==> src/rtl/alu_issue_pkg.sv <==
// rtl/alu_issue_pkg.sv - shared states, opcodes and instruction field layout for alu_issue_ctrl
package alu_issue_pkg;

  typedef enum logic [1:0] {
    IDLE = 2'd0,
    EXEC = 2'd1,
    CAPT = 2'd2,
    RESP = 2'd3
  } state_t;

  localparam logic [3:0] OPC_AND  = 4'b0000;
  localparam logic [3:0] OPC_SHL  = 4'b0001;
  localparam logic [3:0] OPC_OR   = 4'b0010;
  localparam logic [3:0] OPC_XOR  = 4'b0011;
  localparam logic [3:0] OPC_ADD  = 4'b0100;
  localparam logic [3:0] OPC_ADDI = 4'b0101;
  localparam logic [3:0] OPC_SHR  = 4'b0110;
  localparam logic [3:0] OPC_MUL  = 4'b0111;
  localparam logic [3:0] OPC_LDI  = 4'b1000;
  localparam logic [3:0] OPC_SUB  = 4'b1100;
  localparam logic [3:0] OPC_SUBI = 4'b1101;

  // Instruction layout: [15:12] opc, [11:10] rd, [9:8] rs, [7:6] rt, [5:0] imm
  localparam int OPC_LSB = 12;
  localparam int OPC_W   = 4;
  localparam int RD_LSB  = 10;
  localparam int RS_LSB  = 8;
  localparam int RT_LSB  = 6;
  localparam int REG_AW  = 2;
  localparam int LDI_W   = 10;

  // Opcodes that are forwarded to the ALU as its control word
  function automatic logic is_alu_opc(input logic [3:0] opc);
    case (opc)
      OPC_AND, OPC_SHL, OPC_OR, OPC_XOR, OPC_ADD,
      OPC_ADDI, OPC_SHR, OPC_MUL, OPC_SUB, OPC_SUBI: return 1'b1;
      default:                                        return 1'b0;
    endcase
  endfunction

endpackage

==> src/rtl/alu_issue_if.sv <==
// rtl/alu_issue_if.sv - instruction, ALU and result channels of alu_issue_ctrl (res_zero under ALU_ISSUE_ZERO_FLAG_EN)
interface alu_issue_if;

  logic        instr_valid;
  logic [15:0] instr;
  logic        instr_ready;

  logic [3:0]  alu_vlera;
  logic [15:0] alu_a;
  logic [15:0] alu_b;
  logic [15:0] alu_rezultati;
  logic        alu_cout;

  logic        res_valid;
  logic        res_ready;
  logic [15:0] res_data;
  logic [1:0]  res_rd;
  logic        res_cout;
  logic        res_err;
`ifdef ALU_ISSUE_ZERO_FLAG_EN
  logic        res_zero;
`endif

  // Issue controller side
  modport master (
    input  instr_valid, instr, alu_rezultati, alu_cout, res_ready,
    output instr_ready, alu_vlera, alu_a, alu_b,
    output res_valid, res_data, res_rd, res_cout, res_err
`ifdef ALU_ISSUE_ZERO_FLAG_EN
    , output res_zero
`endif
  );

  // Instruction source, ALU and result sink side
  modport slave (
    output instr_valid, instr, alu_rezultati, alu_cout, res_ready,
    input  instr_ready, alu_vlera, alu_a, alu_b,
    input  res_valid, res_data, res_rd, res_cout, res_err
`ifdef ALU_ISSUE_ZERO_FLAG_EN
    , input res_zero
`endif
  );

endinterface

==> src/rtl/alu_issue_regfile.sv <==
// rtl/alu_issue_regfile.sv - REG_CNT x 16 register file, 2 async read ports, 1 sync write port
module alu_issue_regfile
  import alu_issue_pkg::*;
#(
  parameter int REG_CNT = 4
) (
  input  logic              clk,
  input  logic              reset,
  input  logic [REG_AW-1:0] ra_addr,
  output logic [15:0]       ra_data,
  input  logic [REG_AW-1:0] rb_addr,
  output logic [15:0]       rb_data,
  input  logic              wr_en,
  input  logic [REG_AW-1:0] wr_addr,
  input  logic [15:0]       wr_data
);

  logic [15:0] regs [REG_CNT];

  // Write port; reset clears every register at once
  always_ff @(posedge clk or posedge reset) begin
    if (reset) begin
      for (int i = 0; i < REG_CNT; i++) begin
        regs[i] <= '0;
      end
    end else if (wr_en) begin
      regs[wr_addr] <= wr_data;
    end
  end

  assign ra_data = regs[ra_addr];
  assign rb_data = regs[rb_addr];

endmodule

==> src/rtl/alu_issue_ctrl.sv <==
// rtl/alu_issue_ctrl.sv - multi-cycle ALU issue controller; ALU_ISSUE_ZERO_FLAG_EN adds res_zero
module alu_issue_ctrl
  import alu_issue_pkg::*;
#(
  parameter int REG_CNT = 4,
  parameter int IMM_W   = 6
) (
  input  logic     clk,
  input  logic     reset,
  alu_issue_if.master bus
);

  state_t state, state_nx;
  logic   accept;
  logic   capture;

  logic [15:0]       instr_q;
  logic [3:0]        opc_in;
  logic [REG_AW-1:0] rs_in;
  logic [REG_AW-1:0] rt_in;
  logic [15:0]       imm_ext;
  logic [3:0]        opc_q;
  logic [REG_AW-1:0] rd_q;

  logic [REG_AW-1:0] rb_addr;
  logic [15:0]       ra_data;
  logic [15:0]       rb_data;
  logic              legal_alu_q;
  logic              is_ldi_q;
  logic              illegal_q;
  logic              wr_en;
  logic [15:0]       wr_data;
  logic [15:0]       res_value;

  assign opc_in  = bus.instr[OPC_LSB +: OPC_W];
  assign rs_in   = bus.instr[RS_LSB +: REG_AW];
  assign rt_in   = bus.instr[RT_LSB +: REG_AW];
  assign imm_ext = {{(16 - IMM_W){1'b0}}, bus.instr[IMM_W-1:0]};
  assign opc_q   = instr_q[OPC_LSB +: OPC_W];
  assign rd_q    = instr_q[RD_LSB +: REG_AW];

  assign legal_alu_q = is_alu_opc(opc_q);
  assign is_ldi_q    = (opc_q == OPC_LDI);
  assign illegal_q   = !legal_alu_q && !is_ldi_q;

  // Port b reads rt while an instruction is offered, and rd during CAPT so an
  // illegal opcode can report the untouched destination value
  assign rb_addr = (state == CAPT) ? rd_q : rt_in;

  assign wr_data   = is_ldi_q ? {{(16 - LDI_W){1'b0}}, instr_q[LDI_W-1:0]} : bus.alu_rezultati;
  assign wr_en     = capture && !illegal_q;
  assign res_value = illegal_q ? rb_data : wr_data;

  alu_issue_regfile #(
    .REG_CNT (REG_CNT)
  ) u_regfile (
    .clk     (clk),
    .reset   (reset),
    .ra_addr (rs_in),
    .ra_data (ra_data),
    .rb_addr (rb_addr),
    .rb_data (rb_data),
    .wr_en   (wr_en),
    .wr_addr (rd_q),
    .wr_data (wr_data)
  );

  // State register
  always_ff @(posedge clk or posedge reset) begin
    if (reset) begin
      state <= IDLE;
    end else begin
      state <= state_nx;
    end
  end

  // Next state, handshake outputs and per-state strobes
  always_comb begin
    state_nx        = state;
    accept          = 1'b0;
    capture         = 1'b0;
    bus.instr_ready = 1'b0;
    bus.res_valid   = 1'b0;
    case (state)
      IDLE: begin
        bus.instr_ready = 1'b1;
        if (bus.instr_valid) begin
          accept   = 1'b1;
          state_nx = EXEC;
        end
      end
      EXEC: state_nx = CAPT;
      CAPT: begin
        capture  = 1'b1;
        state_nx = RESP;
      end
      RESP: begin
        bus.res_valid = 1'b1;
        if (bus.res_ready) begin
          state_nx = IDLE;
        end
      end
      default: state_nx = IDLE;
    endcase
  end

  // Operands are loaded on acceptance so they are already stable during EXEC
  // and held through CAPT while the ALU result is sampled
  always_ff @(posedge clk or posedge reset) begin
    if (reset) begin
      instr_q       <= '0;
      bus.alu_vlera <= '0;
      bus.alu_a     <= '0;
      bus.alu_b     <= '0;
    end else if (accept) begin
      instr_q       <= bus.instr;
      bus.alu_vlera <= is_alu_opc(opc_in) ? opc_in : 4'b0000;
      bus.alu_a     <= ra_data;
      bus.alu_b     <= (opc_in == OPC_ADDI || opc_in == OPC_SUBI) ? imm_ext : rb_data;
    end
  end

  // Result registers load only in CAPT, so they stay put while RESP waits
  always_ff @(posedge clk or posedge reset) begin
    if (reset) begin
      bus.res_data <= '0;
      bus.res_rd   <= '0;
      bus.res_cout <= 1'b0;
      bus.res_err  <= 1'b0;
`ifdef ALU_ISSUE_ZERO_FLAG_EN
      bus.res_zero <= 1'b0;
`endif
    end else if (capture) begin
      bus.res_data <= res_value;
      bus.res_rd   <= rd_q;
      bus.res_cout <= legal_alu_q && bus.alu_cout;
      bus.res_err  <= illegal_q;
`ifdef ALU_ISSUE_ZERO_FLAG_EN
      bus.res_zero <= !illegal_q && (wr_data == 16'h0000);
`endif
    end
  end

endmodule

==> src/flat_wrapper.sv <==
// flat-port wrapper written by rule: the top's interface ports become plain ports
module alu_issue_ctrl_flat import alu_issue_pkg::*;
#(
  parameter int REG_CNT = 4,
  parameter int IMM_W   = 6
)
  (clk, reset, bus_instr_valid, bus_instr, bus_alu_rezultati, bus_alu_cout, bus_res_ready, bus_instr_ready, bus_alu_vlera, bus_alu_a, bus_alu_b, bus_res_valid, bus_res_data, bus_res_rd, bus_res_cout, bus_res_err);
  alu_issue_if bus_i ();
  input  logic clk;
  input  logic reset;
  input wire logic [$bits(bus_i.instr_valid)-1:0] bus_instr_valid;
  input wire logic [$bits(bus_i.instr)-1:0] bus_instr;
  input wire logic [$bits(bus_i.alu_rezultati)-1:0] bus_alu_rezultati;
  input wire logic [$bits(bus_i.alu_cout)-1:0] bus_alu_cout;
  input wire logic [$bits(bus_i.res_ready)-1:0] bus_res_ready;
  output wire logic [$bits(bus_i.instr_ready)-1:0] bus_instr_ready;
  output wire logic [$bits(bus_i.alu_vlera)-1:0] bus_alu_vlera;
  output wire logic [$bits(bus_i.alu_a)-1:0] bus_alu_a;
  output wire logic [$bits(bus_i.alu_b)-1:0] bus_alu_b;
  output wire logic [$bits(bus_i.res_valid)-1:0] bus_res_valid;
  output wire logic [$bits(bus_i.res_data)-1:0] bus_res_data;
  output wire logic [$bits(bus_i.res_rd)-1:0] bus_res_rd;
  output wire logic [$bits(bus_i.res_cout)-1:0] bus_res_cout;
  output wire logic [$bits(bus_i.res_err)-1:0] bus_res_err;
  assign bus_i.instr_valid = bus_instr_valid;
  assign bus_i.instr = bus_instr;
  assign bus_i.alu_rezultati = bus_alu_rezultati;
  assign bus_i.alu_cout = bus_alu_cout;
  assign bus_i.res_ready = bus_res_ready;
  assign bus_instr_ready = bus_i.instr_ready;
  assign bus_alu_vlera = bus_i.alu_vlera;
  assign bus_alu_a = bus_i.alu_a;
  assign bus_alu_b = bus_i.alu_b;
  assign bus_res_valid = bus_i.res_valid;
  assign bus_res_data = bus_i.res_data;
  assign bus_res_rd = bus_i.res_rd;
  assign bus_res_cout = bus_i.res_cout;
  assign bus_res_err = bus_i.res_err;
  alu_issue_ctrl #(.REG_CNT(REG_CNT), .IMM_W(IMM_W)) u_core (.clk(clk), .reset(reset), .bus(bus_i));
endmodule
==> config.mk <==
export PLATFORM = sky130hd
export DESIGN_NAME = alu_issue_ctrl_flat
export DESIGN_NICKNAME = d
export VERILOG_FILES = /design/src/rtl/alu_issue_pkg.sv /design/src/rtl/alu_issue_if.sv /design/src/rtl/alu_issue_regfile.sv /design/src/rtl/alu_issue_ctrl.sv /design/src/flat_wrapper.sv
export SDC_FILE = /design/constraint.sdc
export NUM_CORES = 1
export LEC_CHECK = 0
export CORE_MARGIN = 1
export CORE_UTILIZATION = 40
export CTS_CLUSTER_SIZE = 28
export DETAILED_ROUTE_END_ITERATION = 7
export PLACE_DENSITY_LB_ADDON = 0.2
export SLEW_MARGIN = 0
export SYNTH_ARGS = -nofsm -noshare
export SYNTH_HDL_FRONTEND = slang
export SYNTH_SLANG_ARGS = --single-unit
==> constraint.sdc <==
create_clock -name clk -period 4.2 [get_ports clk]
set_input_delay 0.63 -clock clk [delete_from_list [all_inputs] [get_ports clk]]
set_output_delay 0.63 -clock clk [all_outputs]
set_load 0.01 [all_outputs]
==> results.json <==
{
  "drc": 0,
  "drtPass1Iterations": 4,
  "routed_wl_um": 17190,
  "tightest_slew_ns": 1.105,
  "syn-num-nets": 565,
  "fin_hold_ws_ns": 0.4703,
  "gp_congestion": 0.7729,
  "reg2reg_slack_ns": 1.40,
  "core_region_area_um2": 15370,
  "regArea_um2": 3453,
  "ys_seq_area_share_pct": 54.11,
  "cts_buffer_depth": 2,
  "h-tree-depth": 4,
  "cts_tree": "done",
  "diodes": 0,
  "yosys_warnings": 0,
  "rsz0062_at_grt": "false",
  "synth_cell_type_count": 31,
  "ys_ff_latch": 138,
  "vias": 4545,
  "critical_path_arrival_ns": 3.10,
  "drive_above_1_share_pct": 23.22,
  "cpPeakStageDelay_ns": 0.64,
  "tns_ns": 0,
  "grt_remaining_overflow": 0,
  "clk_latency_ns": 0.42,
  "grt_start_max_net_pins": 50,
  "die_w_um": 128.3,
  "wl_per_cell_um": 20.37,
  "worstSetupPathType": "reg2reg",
  "reg2regPathDepth": 7,
  "cts-root-buf": "clkbuf_16",
  "multiInputGateArea_um2": 2713,
  "min_from": "u_core.bus.alu_vlera[2]",
  "startpoint": "u_core.state[0]",
  "cp-end-kind": "register",
  "fin_worst_skew_ns": 0.005646,
  "ctsResizeCount": 0,
  "layout_commonest_cell": "dfrtp_1",
  "r2r-end": "u_core.u_regfile.regs[18]",
  "die_height_um": 128.3,
  "cpMaxStageDelayCell": "nand2b_1",
  "initial_utilization_pct": 41.52,
  "slew_viol_final": 0,
  "syn-cell-area_um2": 6382,
  "path_clk_slew_ns": 0.06,
  "cap_violations": 0,
  "cts_hold_buffers": 0,
  "grt_pass1_vias": 4559,
  "dp_slack_ns": 1.253,
  "hp-class": "reg2reg",
  "final_nets": 660,
  "leakage_nw": 3.642,
  "start_kind": "register",
  "timing.slew.headroom_pct": 24.89,
  "crit_fanout": 18,
  "status": "completed",
  "crit_end": "u_core.u_regfile.regs[18]",
  "grt.total_usage_pct": 22.21,
  "numCtsBuffers": 17,
  "area_growth_pct": 27.97,
  "irDropWorstVdd_mv": 0.3768,
  "routed_via_density": 5.385,
  "syn_inst": 525,
  "die_area_um2": 16460,
  "grt_pass1_wl_um": 26810,
  "nFillCells": 1274,
  "grt_antenna_before_repair": 0,
  "portBuffers": 94,
  "path_cells": "inv_1, ha_1, buf_4, nand2_1, or2_2, nand2b_1, mux2_2",
  "ant_nets": 0,
  "syn-mean-instance-area_um2": 12.16,
  "hpwl_um": 11650,
  "fin_crit_ns": 2.798,
  "fmaxAchievable_ghz": 0.3574,
  "timing.final.crit_share_pct": 66.63,
  "postCtsSetupBuffers": 0,
  "drtIter0Drc": 374,
  "powerDensity_nw_per_um2": 817.0,
  "worst_slack_ns": 1.402,
  "setup_viol": 0,
  "num_rows": 45,
  "worstPathRequired_ns": 4.50,
  "layout_common_cells": "dfrtp_1, nand2_1, clkdlybuf4s50_1, mux2_2, mux4_2",
  "io_pins": 95,
  "r2r_start": "u_core.state[0]",
  "hold_violations": 0,
  "cts_sinks": 138
}
## how the worst min path moves through the flow
| stage | to | cells past startpoint | slack, ns |
|---|---|---|---|
| 6_report | u_core.bus.alu_vlera[2] | 2 | 0.47 |
| 2_1_floorplan | u_core.instr_q[6] | 2 | 0.44 |
| 3_3_place_gp | u_core.instr_q[6] | 2 | 0.45 |
| 5_1_grt | u_core.bus.alu_a[15] | 2 | 0.49 |
| 4_1_cts | u_core.bus.alu_vlera[2] | 2 | 0.47 |
| 3_5_place_dp | u_core.bus.alu_vlera[2] | 2 | 0.46 |
## synth_stat cells, drive strengths merged
library cell  instances  share of area, %
a21o                  6              0.71
a21oi                 2              0.16
a22o                 10               1.4
a31oi                 6              0.59
and2                  1             0.098
buf                  12               1.3
clkbuf               20               1.2
dfrtp               138                54
ha                    3              0.59
inv                  19               1.1
mux2                 63                12
mux2i                 2              0.37
mux4                 32                11
nand2               123               7.2
nand2b                3              0.29
nand3                 4              0.31
nor2                 17               1.0
nor2b                 9              0.88
nor4b                 1              0.24
o21a                  1              0.12
o21ai                27               2.1
o22ai                10              0.98
o2bb2ai              12               1.6
o32a                  1              0.16
or2                   2              0.20
or4b                  1              0.22
## per-layer routing
layer / global-route usage (%) / share of wire [%]
met5: 0 / 0
met4: 9.135 / 1.7
met3: 4.341 / 4.9
met2: 32.18 / 45
met1: 32.70 / 48
## power by group
part | switching, W | internal [W]
Sequential | 0.000479 | 0.00198
Combinational | 0.00125 | 0.00147
Clock | 0.000545 | 0.000946
Total | 0.00228 | 0.00439
## worst max-delay path, delay by kind of cell, from the launching register on
kind          cells  cell delay [ns]
simple gates      3             1.09
mux               1             0.50
flops             1             0.39
buf+inv           2             0.37
fa+ha+maj         1             0.31
## metrics by stage
stage	cell area [um2]	utilization, %	power [W]	instances
final	8168	53.14	0.006673	844
after global routing	8168	53.14	0.007048	844
after CTS	8168	53.14	0.006709	844
after detailed placement	7576	49.29	0.005196	812
after global placement	7576	49.29	0.005105	812
after floorplan	6386	-	0.004058	525
## cells by family (layout without fill, tap and decap cells)
kind of cell               after synthesis  count (layout)  share of synthesized area [%]
AOI/OAI and AO/OA                       75              75                          7.842
buffers and inverters                   51             159                          3.627
muxes                                   97              97                          23.37
and+or+nand+nor                        161             161                          10.47
adders and majority gates                3               3                         0.5882
DFF                                    138             138                          54.11
## area by class of cell
cell class                 instances  area share, %
sequential                       138          42.28
clock inverter                     8          1.103
multi-input combinational        336          33.21
tap                              211          3.232
inverter                          19         0.9191
timing repair buffer             108          13.11
clock buffer                      24          6.143
## sequential cells by signal, indices dropped and copies added, names as in the netlist
register / flops
u_core.state: 2
u_core.bus.alu_b: 16
u_core.u_regfile.regs: 64
u_core.bus.alu_a: 16
u_core.bus.res_data: 16
u_core.bus.res_err: 1
u_core.bus.alu_vlera: 4
u_core.bus.res_rd: 2
u_core.instr_q: 16
u_core.bus.res_cout: 1
Note: power is estimated with default switching activity, not from simulation.
